### config.mk
export PLATFORM = sky130hd
export DESIGN_NAME = rpn_cmd_scheduler
export DESIGN_NICKNAME = d
export VERILOG_FILES = /design/src/rtl/rpn_cmd_pkg.sv /design/src/rtl/rpn_cmd_fifo.sv /design/src/rtl/rpn_cmd_scheduler.sv
export SDC_FILE = /design/constraint.sdc
export NUM_CORES = 1
export LEC_CHECK = 0
export ABC_AREA = 1
export BUFFER_PORTS_ARGS = -buffer_cell sky130_fd_sc_hd__buf_2
export CAP_MARGIN = 10
export CORE_MARGIN = 2
export CORE_UTILIZATION = 35
export CTS_BUF_LIST = sky130_fd_sc_hd__clkbuf_16
export CTS_CLUSTER_SIZE = 20
export DETAILED_ROUTE_END_ITERATION = 6
export PLACE_DENSITY = 0.52
export SLEW_MARGIN = 25
export SYNTH_ARGS = -nofsm -noshare
export SYNTH_HDL_FRONTEND = slang
export SYNTH_HIERARCHICAL = 1
export SYNTH_SLANG_ARGS = --single-unit
### constraint.sdc
create_clock -name clk -period 2.6 [get_ports clk]
set_clock_uncertainty 0.05 [all_clocks]
set_input_delay 0.39 -clock clk [delete_from_list [all_inputs] [get_ports clk]]
set_output_delay 0.39 -clock clk [all_outputs]
set_load 0.05 [all_outputs]
### src/rtl/rpn_cmd_pkg.sv
// Shared types and constants for the keypad command scheduler.
package rpn_cmd_pkg;

  // 2-bit command code stored in the FIFO; value equals its ATC bit position.
  typedef enum logic [1:0] {
    CMD_MULT = 2'd0,
    CMD_ADD  = 2'd1,
    CMD_POP  = 2'd2,
    CMD_PUSH = 2'd3
  } cmd_e;

  // ATC register bit positions.
  localparam int ATC_MULT = 0;
  localparam int ATC_ADD  = 1;
  localparam int ATC_POP  = 2;
  localparam int ATC_PUSH = 3;
  localparam int ATC_OVF  = 4;

  // Issue FSM states.
  typedef enum logic [1:0] {
    ST_IDLE    = 2'd0,
    ST_PRESENT = 2'd1,
    ST_HOLDOFF = 2'd2
  } state_e;

  // One-hot ATC image of a command code.
  function automatic logic [3:0] cmd_onehot(input logic [1:0] code);
    return 4'b0001 << code;
  endfunction

  // Highest-priority pending command (MULT > ADD > POP > PUSH).
  function automatic cmd_e prio_pick(input logic [3:0] pend);
    if (pend[ATC_MULT])     return CMD_MULT;
    else if (pend[ATC_ADD]) return CMD_ADD;
    else if (pend[ATC_POP]) return CMD_POP;
    else                    return CMD_PUSH;
  endfunction

endpackage

### src/rtl/rpn_cmd_fifo.sv
// Small synchronous FIFO for 2-bit command codes with exact occupancy count.
// push is honoured when not full or when a pop happens in the same cycle;
// pop is honoured only when not empty. rd_data shows the head combinationally.
module rpn_cmd_fifo #(
  parameter int DEPTH = 4,
  parameter int W     = 2
) (
  input  logic                     clk,
  input  logic                     reset_n,
  input  logic                     push,
  input  logic [W-1:0]             wr_data,
  input  logic                     pop,
  output logic [W-1:0]             rd_data,
  output logic                     full,
  output logic                     empty,
  output logic [$clog2(DEPTH):0]   level
);

  localparam int AW = $clog2(DEPTH);
  localparam int LW = AW + 1;

  logic [W-1:0]  mem [DEPTH];
  logic [AW-1:0] wr_ptr;
  logic [AW-1:0] rd_ptr;
  logic          wr_ok;
  logic          rd_ok;

  assign full    = (level == LW'(DEPTH));
  assign empty   = (level == '0);
  assign rd_ok   = pop && !empty;
  assign wr_ok   = push && (!full || rd_ok);
  assign rd_data = mem[rd_ptr];

  // Storage, pointers (wrap modulo DEPTH) and occupancy.
  always_ff @(posedge clk or negedge reset_n) begin
    if (!reset_n) begin
      for (int i = 0; i < DEPTH; i++) mem[i] <= '0;
      wr_ptr <= '0;
      rd_ptr <= '0;
      level  <= '0;
    end else begin
      if (wr_ok) begin
        mem[wr_ptr] <= wr_data;
        wr_ptr      <= wr_ptr + AW'(1);
      end
      if (rd_ok) rd_ptr <= rd_ptr + AW'(1);
      case ({wr_ok, rd_ok})
        2'b10:   level <= level + LW'(1);
        2'b01:   level <= level - LW'(1);
        default: level <= level;
      endcase
    end
  end

endmodule

### src/rtl/rpn_cmd_scheduler.sv
// Keypad command scheduler: synchronises four buttons, edge-detects them,
// latches presses in a pending register, enqueues them by fixed priority and
// presents one command at a time on the CPU ATC register until acknowledged.
// Handshake: atc_ack is a one-cycle pulse that is only honoured while a
// command is presented; the next command never appears before HOLDOFF idle
// cycles have elapsed after the acknowledge.
module rpn_cmd_scheduler
  import rpn_cmd_pkg::*;
#(
  parameter int DEPTH       = 4,
  parameter int SYNC_STAGES = 2,
  parameter int HOLDOFF     = 2
) (
  input  logic                   clk,
  input  logic                   reset_n,
  input  logic                   btn_mult,
  input  logic                   btn_add,
  input  logic                   btn_pop,
  input  logic                   btn_push,
  input  logic                   arith_ovf,
  input  logic                   atc_ack,
  output logic [7:0]             atc_bits,
  output logic                   busy,
  output logic [$clog2(DEPTH):0] fifo_level,
  output logic [7:0]             drop_cnt
);

  localparam int CW = (HOLDOFF > 1) ? $clog2(HOLDOFF) : 1;

  logic [3:0]    btn_vec;
  logic [3:0]    sync_q [SYNC_STAGES];
  logic [3:0]    prev_q;
  logic [3:0]    edge_det;
  logic [3:0]    pending;
  logic [3:0]    drops;
  logic [2:0]    drop_num;
  logic [8:0]    drop_sum;
  logic          grant_valid;
  cmd_e          grant_code;
  logic [3:0]    grant_mask;
  logic          fifo_wr;
  logic          fifo_rd;
  logic [1:0]    fifo_head;
  logic          fifo_full;
  logic          fifo_empty;
  state_e        fsm_state;
  logic [CW-1:0] hold_cnt;
  logic [3:0]    cmd_bits;
  logic          ovf_q;

  // Bit order matches ATC positions so bit i always means the same command.
  assign btn_vec = {btn_push, btn_pop, btn_add, btn_mult};

  // Synchroniser chain plus previous-value flop for rising-edge detection.
  always_ff @(posedge clk or negedge reset_n) begin
    if (!reset_n) begin
      for (int i = 0; i < SYNC_STAGES; i++) sync_q[i] <= '0;
      prev_q <= '0;
    end else begin
      sync_q[0] <= btn_vec;
      for (int i = 1; i < SYNC_STAGES; i++) sync_q[i] <= sync_q[i-1];
      prev_q <= sync_q[SYNC_STAGES-1];
    end
  end

  assign edge_det = sync_q[SYNC_STAGES-1] & ~prev_q;
  assign drops    = edge_det & pending;

  // Priority select of one pending command; a full FIFO only accepts it
  // when the issue FSM pops in the same cycle, otherwise it stays pending.
  assign grant_valid = |pending;
  assign grant_code  = prio_pick(pending);
  assign fifo_rd     = (fsm_state == ST_IDLE) && !fifo_empty;
  assign fifo_wr     = grant_valid && (!fifo_full || fifo_rd);
  assign grant_mask  = fifo_wr ? cmd_onehot(grant_code) : 4'b0000;

  // Number of presses that hit an already-pending command this cycle.
  always_comb begin
    drop_num = '0;
    for (int i = 0; i < 4; i++) drop_num = drop_num + {2'b00, drops[i]};
  end

  assign drop_sum = {1'b0, drop_cnt} + {6'b000000, drop_num};

  // Pending register and saturating drop counter.
  always_ff @(posedge clk or negedge reset_n) begin
    if (!reset_n) begin
      pending  <= '0;
      drop_cnt <= '0;
    end else begin
      pending  <= (pending & ~grant_mask) | edge_det;
      drop_cnt <= drop_sum[8] ? 8'hFF : drop_sum[7:0];
    end
  end

  rpn_cmd_fifo #(
    .DEPTH (DEPTH),
    .W     (2)
  ) u_fifo (
    .clk     (clk),
    .reset_n (reset_n),
    .push    (fifo_wr),
    .wr_data (grant_code),
    .pop     (fifo_rd),
    .rd_data (fifo_head),
    .full    (fifo_full),
    .empty   (fifo_empty),
    .level   (fifo_level)
  );

  // Issue FSM: present the FIFO head, wait for ack, then hold off.
  always_ff @(posedge clk or negedge reset_n) begin
    if (!reset_n) begin
      fsm_state <= ST_IDLE;
      hold_cnt  <= '0;
      cmd_bits  <= '0;
    end else begin
      case (fsm_state)
        ST_IDLE: begin
          if (!fifo_empty) begin
            cmd_bits  <= cmd_onehot(fifo_head);
            fsm_state <= ST_PRESENT;
          end
        end
        ST_PRESENT: begin
          if (atc_ack) begin
            cmd_bits <= '0;
            if (HOLDOFF == 0) begin
              fsm_state <= ST_IDLE;
            end else begin
              hold_cnt  <= CW'(HOLDOFF - 1);
              fsm_state <= ST_HOLDOFF;
            end
          end
        end
        ST_HOLDOFF: begin
          if (hold_cnt == '0) fsm_state <= ST_IDLE;
          else                hold_cnt  <= hold_cnt - CW'(1);
        end
        default: fsm_state <= ST_IDLE;
      endcase
    end
  end

  // Overflow flag is a plain one-cycle register, independent of the FSM.
  always_ff @(posedge clk or negedge reset_n) begin
    if (!reset_n) ovf_q <= 1'b0;
    else          ovf_q <= arith_ovf;
  end

  assign atc_bits = {3'b000, ovf_q, cmd_bits};
  assign busy     = (fsm_state != ST_IDLE) || !fifo_empty;

endmodule

==> run summary <==
Status: complete, no violations
Syn Inst Count: 252
Grt ovf: 0
RSZ-0062 raised after global routing: false
Finished Layout Cells: 364
Main combinational cell family by area after synthesis: simple AND/OR/NAND/NOR gates
Final hold vios: 0
Pwr per Cell Area: 1350 nW/um^2
DRC: 0
Detailed-route via count: 1653
GP Congestion: 0.795
Slowest CP cell: fa_1
Most common cell after layout, fill and taps aside: nand2_1
Setup TNS Final: 0 ns
CP most frequent cell: fa_1
Synth Warn #: 6
Synth cell types: 28
Crit path required time: 2.77 ns
Final period utilization: 0.926
Post-synthesis mux area share: 0
CP delay by family, top: adder cells
Largest net degree at the start of global routing: 47
Synth Area in Compound Gates: 0.0291
# diodes: 0
Post-DP HPWL: 2890 um
Syn_area_per_cell: 8.88 sq um
Routed wire length: 4070 um
Worst Reg2Reg Path Length in Cells: 11
Die H: 84.0 um
# nets final: 304
Number of global-route vias before repair: 1605
Fraction of layout cells with a size suffix above 1: 0.178
First-pass GRT wire length: 7280 um
Static Leakage: 0.00146 uW
Bufs on Longest Clock Path: 2
Final setup fails: 0
Buffers on Ports: 24
Clk root buf: clkbuf_16
Flop-to-flop setup slack: 0.19 ns
DRT Pass-1 Iters: 4
Worst path cell trace: inv_1, nand3_1, fa_1, fa_1, inv_1, fa_1, nand2_2, nor2_4, inv_2, or2_0, nand3_1
Post-synthesis cell area: 2240 sq um
Post-DR vias/cell: 4.54
Min-Delay Path Class: in -> reg
Sequential area share after synthesis: 0.525
Maxcap violations: 0
Area delta synth->final: 20.1%
Worst-path clk slew: 0.06 ns
Total power: 3630 uW
Gr usage total: 0.129
Peak Freq: 415 MHz
1st-iter DRT viols: 52
Die area: 7050 sq um
Crit Path Category: reg -> reg
Multi-input gate area: 891 sq um
Worst r2r src: prev_q[0]$_DFF_PN0_
DP Cell Count: 355
Die width: 84.0 um
Buffers & Inverters on Critical Path: 3
Crit path launch: prev_q[0]$_DFF_PN0_
Setup crit end kind: flop
CTS tree: built
Simple-gate share of the synthesized area: 0.273
# rows: 29
Register bit total from synthesis: 47
Skew-Pair Late Insertion Delay: 0.28 ns
Fill count: 642
Initial antenna violation count: 0
Worst VDD drop: 0.789 mV
Crit path DAT: 2.57 ns
Synth Area in XOR/XNOR: 0.0157
Most frequent cells in the layout: nand2_1 (71), dfrtp_1 (45), inv_1 (38)
TritonCTS Buffers: 5
Cell count along the critical path: 11
IO Pins: 28
Fin crit period: 2.41 ns
# Post-CTS Setup Buffers: 0
Worst setup SP type: flop
Max FO, Critical Path: 3
Wire per inst: 11.2 um
Seq. cell area: 1180 sq um
Initial Util: 0.357
Clock tree sinks: 47
Max incr delay on CP: 0.50 ns
Post-route ant nets: 0
Reg2Reg Capture Point: drop_cnt[4]$_DFF_PN0_
Critical Path End: drop_cnt[4]$_DFF_PN0_
Slew Viols, Final: 0
H-tree depth: 2
Core Area: 6280 sq um
Adder-Cell Fraction of Synth Area: 0.0693
cell families (layout without fill, tap and decap cells):
family | Yosys count | count (layout)
buffers and inverters | 45 | 78
adders and majority gates | 10 | 10
and+or+nand+nor | 133 | 133
AOI/OAI and AO/OA | 12 | 12
other | 1 | 3
xor gates and xnor gates | 4 | 4
DFF | 47 | 47
state kept, by name (all words and copies together), names as in the netlist:
name / flops
ovf_q: 1
cmd_bits: 4
u_fifo/mem: 8
hold_cnt: 1
pending: 4
u_fifo/level: 3
sync_q: 8
prev_q: 4
u_fifo/wr_ptr: 2
drop_cnt: 8
fsm_state: 2
u_fifo/rd_ptr: 2
worst register-to-register path: cells and delay by family, from the launching register on:
kind	cells	cell delay, ns
fa+ha+maj	3	1.15
flops	1	0.36
buf+inv	3	0.22
simple gates	5	0.57
worst min path at each step:
stage,from,endpoint,slack [ns],cells after the start
final,btn_add,sync_q[5]$_DFF_PN0_,0.16,1
after global routing,btn_add,sync_q[5]$_DFF_PN0_,0.15,1
after floorplan,reset_n,cmd_bits[0]$_DFFE_PN0P_,0.04,0
after global placement,reset_n,u_fifo/level[0]$_DFFE_PN0P_,0.14,1
after CTS,btn_add,sync_q[5]$_DFF_PN0_,0.15,1
after detailed placement,reset_n,u_fifo/level[0]$_DFFE_PN0P_,0.14,1
per-stage QoR:
stage | util | hold slack, ns | setup WS [ns] | area, sq um
floorplan | - | 0.0444 | 0.0498 | 2250
global placement | 0.394 | 0.139 | 0.126 | 2470
detailed placement | 0.394 | 0.140 | 0.108 | 2470
CTS | 0.426 | 0.151 | 0.0964 | 2670
global route | 0.428 | 0.146 | 0.00102 | 2690
finish | 0.428 | 0.161 | 0.192 | 2690
layer usage:
layer | track usage | wire length, um
met5 | 0 | 0
met3 | 0.0336 | 142
met2 | 0.207 | 1920
met4 | 0.0396 | 23
met1 | 0.171 | 1990
synth_stat cells:
cell type	instances	area, sq um
or2_0	1	6.26
o21ai_0	5	25.0
inv_1	37	139
nor3_1	2	10.0
dfrtp_1	47	1180
nor2_4	2	22.5
nand2_1	73	274
xor2_1	2	17.5
buf_4	4	30.0
nand3b_1	2	15.0
buf_6	1	11.3
xnor2_1	2	17.5
nand2_2	3	18.8
ha_1	6	75.1
nand4_2	1	12.5
nor2_2	1	6.26
o31ai_1	1	7.51
nor2_1	15	56.3
nand3_4	1	17.5
fa_1	4	80.1
nand3_1	23	115
a21oi_1	2	10.0
o21ai_1	2	10.0
buf_2	1	5.00
inv_2	2	7.51
o22ai_1	2	12.5
nand4_1	9	56.3
conb_1	1	3.75
what timing repair did:
item / in CTS / in global routing
endpoints found under the hold margin: 1 / 0
resized for setup: 0 / 5
endpoints found under the setup margin: 0 / 4
hold buffers: 1 / 0
layout make-up:
| cell class | instances | area share |
|---|---|---|
| flip-flops and latches | 47 | 0.438 |
| multi-input cells | 162 | 0.331 |
| repair buffers | 31 | 0.0698 |
| inverters | 39 | 0.0544 |
| clock buffers | 5 | 0.0465 |
| well taps | 77 | 0.0358 |
| clock inverters | 3 | 0.0237 |
power breakdown:
| part | total (uW) | switching, uW | leakage (uW) | internal, uW |
|---|---|---|---|---|
| clock | 811 | 264 | 0.0000952 | 547 |
| combinational | 1610 | 1080 | 0.000789 | 530 |
| sequential | 1200 | 218 | 0.000571 | 982 |
(Power assumes the default switching activity.)
